--- src/rtl/obi_uart_rx_core.sv ---
// ============================================================================
// Module   : obi_uart_rx_core
// Brief    : 16x-oversampled UART receiver: start/data/parity/stop framing,
//            parity, framing and break status, one-cycle valid strobe.
// Revision : 1.0
// ============================================================================
`timescale 1ns/1ps
`default_nettype none

module obi_uart_rx_core (
  input  logic       clk_i,
  input  logic       rst_i,
  input  logic       rx_i,
  input  logic       baud_tick_i,
  input  logic [1:0] word_len_i,
  input  logic       par_en_i,
  input  logic       even_par_i,
  input  logic       force_par_i,
  output logic [7:0] data_o,
  output logic       valid_o,
  output logic       par_err_o,
  output logic       frame_err_o,
  output logic       break_o,
  output logic       busy_o
);

  localparam int unsigned NR_SYNC_STAGES = 2;

  typedef enum logic [2:0] {
    RXIDLE          = 3'd0,
    RXSTART         = 3'd1,
    RXDATA          = 3'd2,
    RXPAR           = 3'd3,
    RXSTOP          = 3'd4,
    RXRESYNCHRONIZE = 3'd5
  } state_type_rx_e;

  state_type_rx_e state_q, state_d;

  logic [NR_SYNC_STAGES-1:0] sync_q;
  logic                      rx_s;
  logic                      armed_q;
  logic [3:0]                os_cnt;
  logic [2:0]                bit_cnt;
  logic [7:0]                shift_q;
  logic                      par_bit_q;
  logic [1:0]                word_len_q;
  logic                      par_en_q;
  logic                      even_par_q;
  logic                      force_par_q;

  logic start_det;
  logic mid_tick;
  logic smp_tick;
  logic last_bit;
  logic exp_par;

  assign rx_s = sync_q[NR_SYNC_STAGES-1];

  // armed_q is only set after a full cycle in RXIDLE with the line high, so a
  // low line at the moment of returning to idle is never taken as a start.
  assign start_det = (state_q == RXIDLE) && armed_q && !rx_s;
  assign mid_tick  = baud_tick_i && (os_cnt == 4'd7);
  assign smp_tick  = baud_tick_i && (os_cnt == 4'd15);
  assign last_bit  = (bit_cnt == ({1'b0, word_len_q} + 3'd4));
  // Unused upper bits of shift_q stay 0, so a full-width XOR is exact.
  assign exp_par   = force_par_q ? ~even_par_q :
                     (even_par_q ? ^shift_q : ~(^shift_q));
  assign busy_o    = (state_q != RXIDLE);

  always_ff @(posedge clk_i or posedge rst_i) begin
    if (rst_i) begin
      state_q <= RXIDLE;
    end else begin
      state_q <= state_d;
    end
  end

  always_comb begin
    state_d = state_q;
    case (state_q)
      RXIDLE:          if (start_det) state_d = RXSTART;
      RXSTART:         if (mid_tick) state_d = rx_s ? RXIDLE : RXDATA;
      RXDATA:          if (smp_tick && last_bit) state_d = par_en_q ? RXPAR : RXSTOP;
      RXPAR:           if (smp_tick) state_d = RXSTOP;
      RXSTOP:          if (smp_tick) state_d = rx_s ? RXIDLE : RXRESYNCHRONIZE;
      RXRESYNCHRONIZE: if (rx_s) state_d = RXIDLE;
      default:         state_d = RXIDLE;
    endcase
  end

  always_ff @(posedge clk_i or posedge rst_i) begin
    if (rst_i) begin
      sync_q      <= '1;
      armed_q     <= 1'b0;
      os_cnt      <= 4'd0;
      bit_cnt     <= 3'd0;
      shift_q     <= 8'd0;
      par_bit_q   <= 1'b0;
      word_len_q  <= 2'd0;
      par_en_q    <= 1'b0;
      even_par_q  <= 1'b0;
      force_par_q <= 1'b0;
      data_o      <= 8'd0;
      valid_o     <= 1'b0;
      par_err_o   <= 1'b0;
      frame_err_o <= 1'b0;
      break_o     <= 1'b0;
    end else begin
      sync_q  <= {sync_q[NR_SYNC_STAGES-2:0], rx_i};
      armed_q <= (state_q == RXIDLE) && rx_s;
      valid_o <= 1'b0;

      if (start_det || ((state_q == RXSTART) && mid_tick)) begin
        os_cnt <= 4'd0;
      end else if (baud_tick_i) begin
        os_cnt <= os_cnt + 4'd1;
      end

      if (start_det) begin
        word_len_q  <= word_len_i;
        par_en_q    <= par_en_i;
        even_par_q  <= even_par_i;
        force_par_q <= force_par_i;
        shift_q     <= 8'd0;
        bit_cnt     <= 3'd0;
        par_bit_q   <= 1'b0;
      end

      if ((state_q == RXDATA) && smp_tick) begin
        shift_q[bit_cnt] <= rx_s;
        bit_cnt          <= bit_cnt + 3'd1;
      end

      if ((state_q == RXPAR) && smp_tick) begin
        par_bit_q <= rx_s;
      end

      if ((state_q == RXSTOP) && smp_tick) begin
        data_o      <= shift_q;
        valid_o     <= 1'b1;
        par_err_o   <= par_en_q && (par_bit_q != exp_par);
        frame_err_o <= !rx_s;
        break_o     <= (shift_q == 8'd0) && !(par_en_q && par_bit_q) && !rx_s;
      end
    end
  end

endmodule

`default_nettype wire

--- config.mk ---
export PLATFORM = sky130hd
export DESIGN_NAME = obi_uart_rx_core
export DESIGN_NICKNAME = d
export VERILOG_FILES = /design/src/rtl/obi_uart_rx_core.sv
export SDC_FILE = /design/constraint.sdc
export NUM_CORES = 1
export LEC_CHECK = 0
export CORE_MARGIN = 4
export CORE_UTILIZATION = 55
export DETAILED_ROUTE_END_ITERATION = 16
export GPL_TIMING_DRIVEN = 0
export HOLD_SLACK_MARGIN = 0.12
export PLACE_DENSITY = 0.79
export SYNTH_ARGS = -nofsm -noshare
export SYNTH_HDL_FRONTEND = slang
export SYNTH_SLANG_ARGS = --single-unit
--- constraint.sdc ---
create_clock -name clk_i -period 2.39 [get_ports clk_i]
set_clock_uncertainty 0.05 [all_clocks]
set_input_delay 0.239 -clock clk_i [delete_from_list [all_inputs] [get_ports clk_i]]
set_output_delay 0.239 -clock clk_i [all_outputs]
set_load 0.01 [all_outputs]
# Word level (Yosys, flattened, before mapping)
# Cells that the tools add are included.
# W data, S select, Z words.
word_totals:
  reg_bits: 39
  inputBits: 9
  word_cells: 88
op_classes:
  n_addsub: 3
  n_lt_le_gt_ge: 2
  n_eq_ne: 15
  mux: 24
  bitwise: 2
  reduce_logical: 26
op_table:
  columns: ["cell", "count"]
  rows:
  - ["$mux W3", 10]
  - ["$pmux W3 S6", 1]
  - ["$mux W8", 2]
  - ["$logic_and A1 B1 Y1", 15]
  - ["$ne A2 B2 Y1 const B", 6]
  - ["$bwmux W8", 1]
  - ["$logic_not A8 Y1", 1]
  - ["$mux W4", 2]
  - ["$reduce_xor A8 Y1", 1]
  - ["$eq A3 B2 Y1 const B", 2]
  - ["$eq A3 B3 Y1 const B", 2]
  - ["$mux W1", 6]
  - ["$reduce_and A6 Y1", 1]
  - ["$reduce_bool A2 Y1", 3]
  - ["$add A4 B1 Y4 const B", 1]
  - ["$eq A4 B3 Y1 const B", 1]
  - ["$eq A4 B4 Y1 const B", 1]
  - ["$lt A3 B4 Y1 const B", 1]
  - ["$add A2 B3 Y3 const B", 1]
  - ["$add A3 B1 Y3 const B", 1]
  - ["$demux W1 S3", 1]
  - ["$eq A3 B1 Y1 const B", 1]
  - ["$eq A3 B3 Y1", 1]
  - ["$ge A3 B1 Y1 const B", 1]
  - ["other kinds (7)", 9]

# Logic depth before layout (Yosys ltp)
# Gate-level depths: netlist of run 1.
logic_depth:
  depth_word: 6
  ltp_mapped: 7
  depth_no_buf: 6

# Least setup slack after synthesis of run 1
# OpenSTA, ideal clock, no wires.
synth_timing:
  kind: "flip-flop to flip-flop"
  from: "register sync_q[1]"
  to: "register state_q[0]"
  arrival_time_ps: 1634
  t_required_ps: 2215
  setup_slack_ps: 581
  path_stages_with_launch: 6
  n_path_buf: 1
  path_cell_list: "dfstp_2 > buf_6 > or3b_4 > and2_4 > a221o_1 > mux2_4"
synth_via:
  elab_chain_cells: 4
  elab_cells_between_ends: 8
  classes_between: "2 x eq/ne; 3 x mux; 3 x reduce/logical"
synth_rtl:
  columns: ["element", "line", "source"]
  rows:
  - ["start, declared", "40", "logic [NR_SYNC_STAGES-1:0] sync_q;"]
  - ["start signal, assigned", "110", "sync_q <= {sync_q[NR_SYNC_STAGES-2:0], rx_i};"]
  - ["$logic_not A1 Y1", "62", "assign start_det = (state_q == RXIDLE) && armed_q && !rx_s;"]
  - ["$logic_and A1 B1 Y1", "62", null]
  - ["$ne A2 B2 Y1 (no line)", null, null]
  - ["$reduce_and A6 Y1 (no line)", null, null]
  - ["end signal, assigned", "75", "state_q <= state_d;"]
  - ["end, declared", "38", "state_type_rx_e state_q, state_d;"]
# Several ways; a longest one is shown, not always the timed one. The select of a mux whose other input is x is not followed.
# A chain may end at the register's enable or synchronous reset.

# Worst setup path after layout of run 1
layout_timing:
  from: "register state_q[0]"
  to: "output busy_o"
layout_via:
  elab_chain_cells: 1
layout_rtl:
  columns: ["element", "line", "source"]
  rows:
  - ["$reduce_bool A3 Y1", "69", "assign busy_o = (state_q != RXIDLE);"]
  - ["end, declared", "24", "output logic busy_o"]
# Every way passes these cells.

==> results of run 1 <==
==> sequential cells by signal, summed over array words and instances (netlist names) <==
signal	flops
force_par_q	1
state_q	3
data_o	8
even_par_q	1
par_bit_q	1
os_cnt	4
frame_err_o	1
sync_q	2
valid_o	1
par_err_o	1
armed_q	1
break_o	1
bit_cnt	3
shift_q	8
par_en_q	1
word_len_q	2
==> metal layers <==
metal  part of all wire  wire length, um  track usage
met3              0.049              182       0.0542
met5                  0                0            0
met1               0.44             1660        0.227
met4              0.021               78       0.0794
met2               0.49             1830        0.307
==> worst min path at each step <==
stage | startpoint | endpoint | slack, ns
global placement | sync_q[0] | sync_q[1] | 0.30
detailed placement | sync_q[0] | sync_q[1] | 0.30
global route | baud_tick_i | os_cnt[0] | 0.19
CTS | baud_tick_i | os_cnt[0] | 0.18
floorplan | rx_i | sync_q[0] | 0.19
finish | baud_tick_i | os_cnt[0] | 0.19
==> report_power, final <==
group	leakage (nW)	internal (mW)	total, mW	switching (mW)
Combinational	0.571	0.159	0.368	0.210
Sequential	0.472	0.736	0.796	0.0598
Clock	0.0482	0.247	0.464	0.217
==> final cells by class <==
class / instances / area (sq um)
plain buffers: 12 / 56.3
clock buffers: 6 / 51.3
clock inverters: 2 / 35.0
fillers: 261 / 1070
inverters: 13 / 48.8
multi-input cells: 143 / 887
flip-flops and latches: 39 / 978
well taps: 46 / 57.6
repair buffers: 20 / 200
==> worst min-delay path: cells and delay by family <==
kind	cells	cell delay (ns)
buffers and inverters	1	0.15
XOR/XNOR	1	0.13
AND/OR/NAND/NOR	1	0.04
==> layout by cell type (no fill, tap or decap), types with 5 or more instances in the layout <==
master / netlist / layout
sky130_fd_sc_hd__clkbuf_1: 8 / 8
sky130_fd_sc_hd__mux2i_1: 9 / 9
sky130_fd_sc_hd__clkbuf_4: 0 / 5
sky130_fd_sc_hd__nand4_1: 6 / 6
sky130_fd_sc_hd__clkdlybuf4s50_1: 0 / 20
sky130_fd_sc_hd__ha_1: 6 / 6
sky130_fd_sc_hd__o21ai_0: 14 / 14
sky130_fd_sc_hd__nor2_1: 13 / 13
sky130_fd_sc_hd__nand3_1: 8 / 8
sky130_fd_sc_hd__dfrtp_1: 37 / 37
sky130_fd_sc_hd__inv_1: 12 / 11
sky130_fd_sc_hd__xnor2_1: 6 / 6
sky130_fd_sc_hd__nand2_1: 41 / 41
==> cells by family (layout without fill, tap and decap cells) <==
logic type / after synthesis / count (layout) / share of synthesized area
flip-flops: 39 / 39 / 0.497
adder cells (fa/ha/maj): 6 / 6 / 0.0381
multiplexers: 11 / 11 / 0.0590
XOR/XNOR: 9 / 9 / 0.0400
AND/OR/NAND/NOR: 88 / 88 / 0.218
buffers and inverters: 25 / 53 / 0.0533
AO/OA/AOI/OAI: 29 / 29 / 0.0952
==> per-stage QoR <==
stage,std cells,power [mW]
floorplan,207,1.09
global placement,273,1.16
detailed placement,273,1.18
CTS,281,1.64
global route,281,1.73
finish,281,1.63
==> metrics.log, run 1 <==
INFO  metric result_of_the_run = finished, final reports clean
INFO  metric clock_sinks = 39
INFO  metric worstPathArrival = 1.88 ns
INFO  metric holdBufCountCts = 0
INFO  metric cts_max_level = 2
INFO  metric critical_path.reg2reg.startpoint = state_q[0]
INFO  metric rsz0062_at_grt = no
INFO  metric synth_top_area_frac = 0.470
INFO  metric insertedDiodeCount = 0
INFO  metric cp_slowest_cell = sky130_fd_sc_hd__dfrtp_1
INFO  metric max_cap_violations = 0
INFO  metric synth_edf_count = 0
INFO  metric cts.reportedPaths.clkPinSlew = 0.11 ns
INFO  metric synthDistinctLibCells = 45
INFO  metric drive_above_1_share = 0.0809
INFO  metric ios = 22
INFO  metric critPathCapture = busy_o
INFO  metric tns = 0 ns
INFO  metric timing_hold_violations_final = 0
INFO  metric timing.critical_path.fanout_max = 9
INFO  metric floorplan.die_area = 0.00460 sq mm
INFO  metric critPathMaxStageDelay = 0.50 ns
INFO  metric grt_antenna_before_repair = 0
INFO  metric dieHeight = 67.9 um
INFO  metric routed_wl = 3750 um
INFO  metric reg2reg_depth = 6
INFO  metric detail_route.vias_per_cell = 5.48
INFO  metric async_flop_share = 1.00
INFO  metric cell_type_with_the_largest_total_area_after_synthesis = sky130_fd_sc_hd__dfrtp_1
INFO  metric max_slew_headroom_at_the_worst_pin = 0.475
INFO  metric coreArea = 0.00339 sq mm
INFO  metric dpl.hpwl = 2630 um
INFO  metric cts_setup_buffers = 0
INFO  metric worstSetupStartpoint = state_q[0]
INFO  metric critical_path.cell_chain = or3_1 > clkbuf_1 > clkdlybuf4s50_1
INFO  metric start_kind = flop
INFO  metric start_util = 0.581
INFO  metric grt_first_pass_wirelength = 6350 um
INFO  metric finalSetupViolations = 0
INFO  metric drt_first_iter_violations = 61
INFO  metric fin_ws = 0.218 ns
INFO  metric detail_route.drc_violations = 0
INFO  metric max-vdd-ir-drop = 0.431 mV
INFO  metric finish.instance_area = 0.00231 sq mm
INFO  metric firstDrtPassIters = 4
INFO  metric cts_tree = done
INFO  metric timing.reg2reg.setup_slack = 0.41 ns
INFO  metric syn-num-nets = 222
INFO  metric final_antenna_net_count = 0
INFO  metric fmax = 460 MHz
INFO  metric cp_num_cells = 3
INFO  metric vias = 1540
INFO  metric timing.rr.end = bit_cnt[0]
INFO  metric power_density = 704 mW/mm^2
INFO  metric num_rows = 21
INFO  metric clock-root-buffer = sky130_fd_sc_hd__clkbuf_4
INFO  metric area_growth_syn_to_fin = 17.5%
INFO  metric fin_crit = 2.17 ns
INFO  metric placedInstanceArea = 0.00223 sq mm
INFO  metric largest_delay_contributor_family_on_the_critical_path = buffers and inverters
INFO  metric synth-seq-cells = 39
INFO  metric post_cts_resized = 0
INFO  metric floorplan.die.width = 67.9 um
INFO  metric post_synthesis_sequential_area_ratio = 0.497
INFO  metric grt_remaining_overflow = 0
INFO  metric clock_latency = 0.34 ns
INFO  metric synth.avg_cell_area = 9.52 sq um
INFO  metric finalNetCount = 249
INFO  metric tritoncts.num_buffers = 5
INFO  metric yosysWarnings = 0
INFO  metric min_delay_path_depth = 3
INFO  metric number_of_global_route_vias_before_repair = 1396
INFO  metric worst-endpoint-required = 2.10 ns
INFO  metric synth_area_leaders = sky130_fd_sc_hd__dfrtp_1 (47%), sky130_fd_sc_hd__nand2_1 (7.8%), sky130_fd_sc_hd__mux2i_1 (4.6%), sky130_fd_sc_hd__ha_1 (3.8%), sky130_fd_sc_hd__o21ai_0 (3.6%)
INFO  metric avgRoutedWirePerCell = 13.3 um
INFO  metric netlist_area_before_placement = 0.00197 sq mm
INFO  metric largest_net_degree_at_the_start_of_global_routing = 40
INFO  metric place.gp.congestion = 0.893
INFO  metric tightestPinTransition = 0.786 ns
INFO  metric post-synth-top-count-cell = sky130_fd_sc_hd__nand2_1
INFO  metric postSynthCellCount = 207
INFO  metric preCtsSetupSlack = 0.432 ns
INFO  metric finalCritPeriodShare = 0.909
INFO  metric cts.path.max_buffers = 2
INFO  metric hold_path_class = in2reg
INFO  metric leakage_component_of_the_power = 1.09 nW
INFO  metric hold_slack = 0.190 ns
INFO  metric timing_worst_setup_path_type = reg2out
INFO  metric maxSlewViolCount = 0
INFO  metric setup.worst_path.end_class = primary output
INFO  metric post_synth_most_frequent_cells = sky130_fd_sc_hd__nand2_1 (41), sky130_fd_sc_hd__dfrtp_1 (37), sky130_fd_sc_hd__o21ai_0 (14)
INFO  metric cp.buffers_inverters = 2
INFO  metric ys_dominant_reg_cell = sky130_fd_sc_hd__dfrtp_1
INFO  metric finalCoreUtilization = 0.683
INFO  metric port-buffer-count = 20
INFO  metric grt.total_usage = 0.186
(Power assumes the default switching activity.)
==> inputs of run 2 (changes only) <==
CAP_MARGIN = 10   (was unset)
==> results of run 2 <==
Final layout, timing and power as in run 1 (identical DEF).
==> inputs of run 3 (changes only) <==
CELL_PAD_IN_SITES_DETAIL_PLACEMENT = 1   (was unset)
CELL_PAD_IN_SITES_GLOBAL_PLACEMENT = 1   (was unset)
CORE_UTILIZATION = 43   (was 55)
PLACE_DENSITY = 0.8   (was 0.79)
==> run 3 against run 2 <==
Against the previous run: hold slack improved by 0.074 ns; utilization fell by 15 points; sequential power rose by 0.8%; register-to-register slack got worse by 0.03 ns; sequential share of layout area fell by 0.70 points; cell area rose by 1.7%; die area rose by 24%; first-iteration DRC count fell by 48%; clock power rose by 23%; highest routed layer unchanged.
==> metrics.log, run 3 (synthesis results as in run 1) <==
INFO  metric coreArea = 0.00438 sq mm (was 0.00339 sq mm)
INFO  metric fin_total_pwr = 1.76 mW (was 1.63 mW)
INFO  metric post_cts_resized = 0 (unchanged)
INFO  metric cts_setup_buffers = 0 (unchanged)
INFO  metric clock_sinks = 39 (unchanged)
INFO  metric number_of_global_route_vias_before_repair = 1704 (was 1396)
INFO  metric comb_power_share = 0.220 (was 0.226)
INFO  metric cts.path.max_buffers = 2 (unchanged)
INFO  metric fin_crit = 2.10 ns (was 2.17 ns)
INFO  metric detail_route.drc_violations = 0 (unchanged)
INFO  metric insertedDiodeCount = 0 (unchanged)
INFO  metric avgRoutedWirePerCell = 15.5 um (was 13.3 um)
INFO  metric result_of_the_run = finished, final reports clean (unchanged)
INFO  metric routed_wl = 4460 um (was 3750 um)
INFO  metric fin_ws = 0.295 ns (was 0.218 ns)
INFO  metric setup.worst_path.end_class = primary output (unchanged)
INFO  metric p_switching = 0.525 mW (was 0.486 mW)
INFO  metric timing_hold_violations_final = 0 (unchanged)
INFO  metric holdBufCountCts = 0 (unchanged)
INFO  metric grt_first_pass_wirelength = 7890 um (was 6350 um)
INFO  metric timing_worst_setup_path_type = reg2out (unchanged)
INFO  metric place.gp.congestion = 0.869 (was 0.893)
INFO  metric tns = 0 ns (unchanged)
INFO  metric tritoncts.num_buffers = 5 (unchanged)
INFO  metric finalSetupViolations = 0 (unchanged)
INFO  metric clock_power_share = 0.324 (was 0.285)
INFO  metric switch_share = 0.299 (about the same)
INFO  metric preCtsSetupSlack = 0.396 ns (was 0.432 ns)
INFO  metric drive_above_1_share = 0.0809 (unchanged)
INFO  metric cts_max_level = 2 (unchanged)
INFO  metric worst-endpoint-required = 2.10 ns (about the same)
INFO  metric port-buffer-count = 20 (unchanged)
INFO  metric dpl.hpwl = 3270 um (was 2630 um)
INFO  metric finalCritPeriodShare = 0.877 (was 0.909)
INFO  metric power_density = 747 mW/mm^2 (was 704 mW/mm^2)
INFO  metric max_cap_violations = 0 (unchanged)
INFO  metric max-vdd-ir-drop = 0.410 mV (was 0.431 mV)
INFO  metric share_seq_of_total_power = 0.456 (was 0.489)
INFO  metric timing.critical_path.fanout_max = 9 (unchanged)
INFO  metric area_growth_syn_to_fin = 19.4% (was 17.5%)
INFO  metric dieHeight = 75.7 um (was 67.9 um)
INFO  metric power_report.internal_total = 1.23 mW (was 1.14 mW)
INFO  metric stdcell_count = 287 (was 281)
INFO  metric floorplan.die_area = 0.00573 sq mm (was 0.00460 sq mm)
INFO  metric most_common_library_cell_in_the_layout_ignoring_fill_and_taps = sky130_fd_sc_hd__nand2_1 (unchanged)
INFO  metric firstDrtPassIters = 4 (unchanged)
INFO  metric final_antenna_net_count = 0 (unchanged)
INFO  metric worstPathArrival = 1.81 ns (was 1.88 ns)
INFO  metric tightestPinTransition = 0.821 ns (was 0.786 ns)
INFO  metric drt_first_iter_violations = 32 (was 61)
INFO  metric detail_route.vias_per_cell = 5.45 (was 5.48)
INFO  metric largest_net_degree_at_the_start_of_global_routing = 40 (unchanged)
INFO  metric top_registers = data_o: 8 flops, shift_q: 8 flops, os_cnt: 4 flops (unchanged)
INFO  metric maxSlewViolCount = 0 (unchanged)
INFO  metric start_util = 0.449 (was 0.581)
INFO  metric grt_remaining_overflow = 0 (unchanged)
INFO  metric fmax = 477 MHz (was 460 MHz)
INFO  metric finalNetCount = 249 (unchanged)
INFO  metric hold_path_class = in2reg (unchanged)
INFO  metric cts_tree = done (unchanged)
INFO  metric leakage_component_of_the_power = 1.10 nW (was 1.09 nW)
INFO  metric most-common-layout-cells = sky130_fd_sc_hd__nand2_1 (41), sky130_fd_sc_hd__dfrtp_1 (37), sky130_fd_sc_hd__clkdlybuf4s50_1 (20) (unchanged)
INFO  metric start_kind = flop (unchanged)
INFO  metric floorplan.die.width = 75.7 um (was 67.9 um)
INFO  metric placedCellCount = 279 (was 273)
INFO  metric grt_antenna_before_repair = 0 (unchanged)
INFO  metric grt.total_usage = 0.184 (was 0.186)
INFO  metric ios = 22 (unchanged)
INFO  metric num_rows = 24 (was 21)
INFO  metric rsz0062_at_grt = no (unchanged)
INFO  metric clock_latency = 0.29 ns (was 0.34 ns)
INFO  metric max_slew_headroom_at_the_worst_pin = 0.452 (was 0.475)
INFO  metric clock-root-buffer = sky130_fd_sc_hd__clkbuf_8 (was sky130_fd_sc_hd__clkbuf_4)
INFO  metric vias = 1563 (was 1540)
INFO  metric cts.reportedPaths.clkPinSlew = 0.07 ns (was 0.11 ns)
==> run 3: final timing paths <==
kind / startpoint / to / slack, ns / depth (start not counted)
setup / recovery: state_q[0] / busy_o / 0.29 / 3
hold / removal: baud_tick_i / os_cnt[0] / 0.26 / 3
setup reg to reg: state_q[0] / bit_cnt[0] / 0.38 / 6
hold reg to reg: sync_q[0] / sync_q[1] / 0.31 / 0
max in group asynchronous: rst_i / os_cnt[1] / 1.40 / 2
min in group asynchronous: rst_i / par_en_q / 0.38 / 2
==> run 3: final cells by class <==
| class | instances | area (sq um) |
|---|---|---|
| Multi-Input combinational cell | 143 | 887 |
| Inverter | 13 | 48.8 |
| Fill cell | 518 | 2030 |
| Tap cell | 52 | 65.1 |
| Sequential cell | 39 | 978 |
| Clock buffer | 6 | 82.6 |
| Clock inverter | 2 | 35.0 |
| Timing Repair Buffer | 20 | 200 |
| Buffer | 12 | 56.3 |
==> run 3: per-stage QoR <==
stage | hold slack, ns | util | area, sq um
after global placement | 0.297 | 0.510 | 2240
after detailed placement | 0.299 | 0.510 | 2240
after floorplan | 0.193 | - | 1970
after global routing | 0.303 | 0.537 | 2350
after CTS | 0.250 | 0.537 | 2350
final | 0.264 | 0.537 | 2350
==> run 3: worst max-delay path: stages, from the launching register on <==
cell	delay, ns
sky130_fd_sc_hd__dfrtp_1	0.48
sky130_fd_sc_hd__or3_1	0.40
sky130_fd_sc_hd__clkbuf_1	0.14
sky130_fd_sc_hd__clkdlybuf4s50_1	0.49
==> run 3: power by group through the flow <==
stage	Clock, mW	Sequential [mW]	Combinational (mW)
after floorplan	0	0.796	0.298
after global placement	0	0.807	0.361
after detailed placement	0	0.817	0.389
after CTS	0.593	0.804	0.393
after global routing	0.618	0.818	0.457
final	0.570	0.802	0.386
==> run 3: layer usage <==
layer  wire (um)  GRT usage  vias up
li1            -          -      760
met4          97     0.0854        0
met3         140     0.0303       10
met1        1990      0.223      770
met5           0          0        -
met2        2220      0.319       23
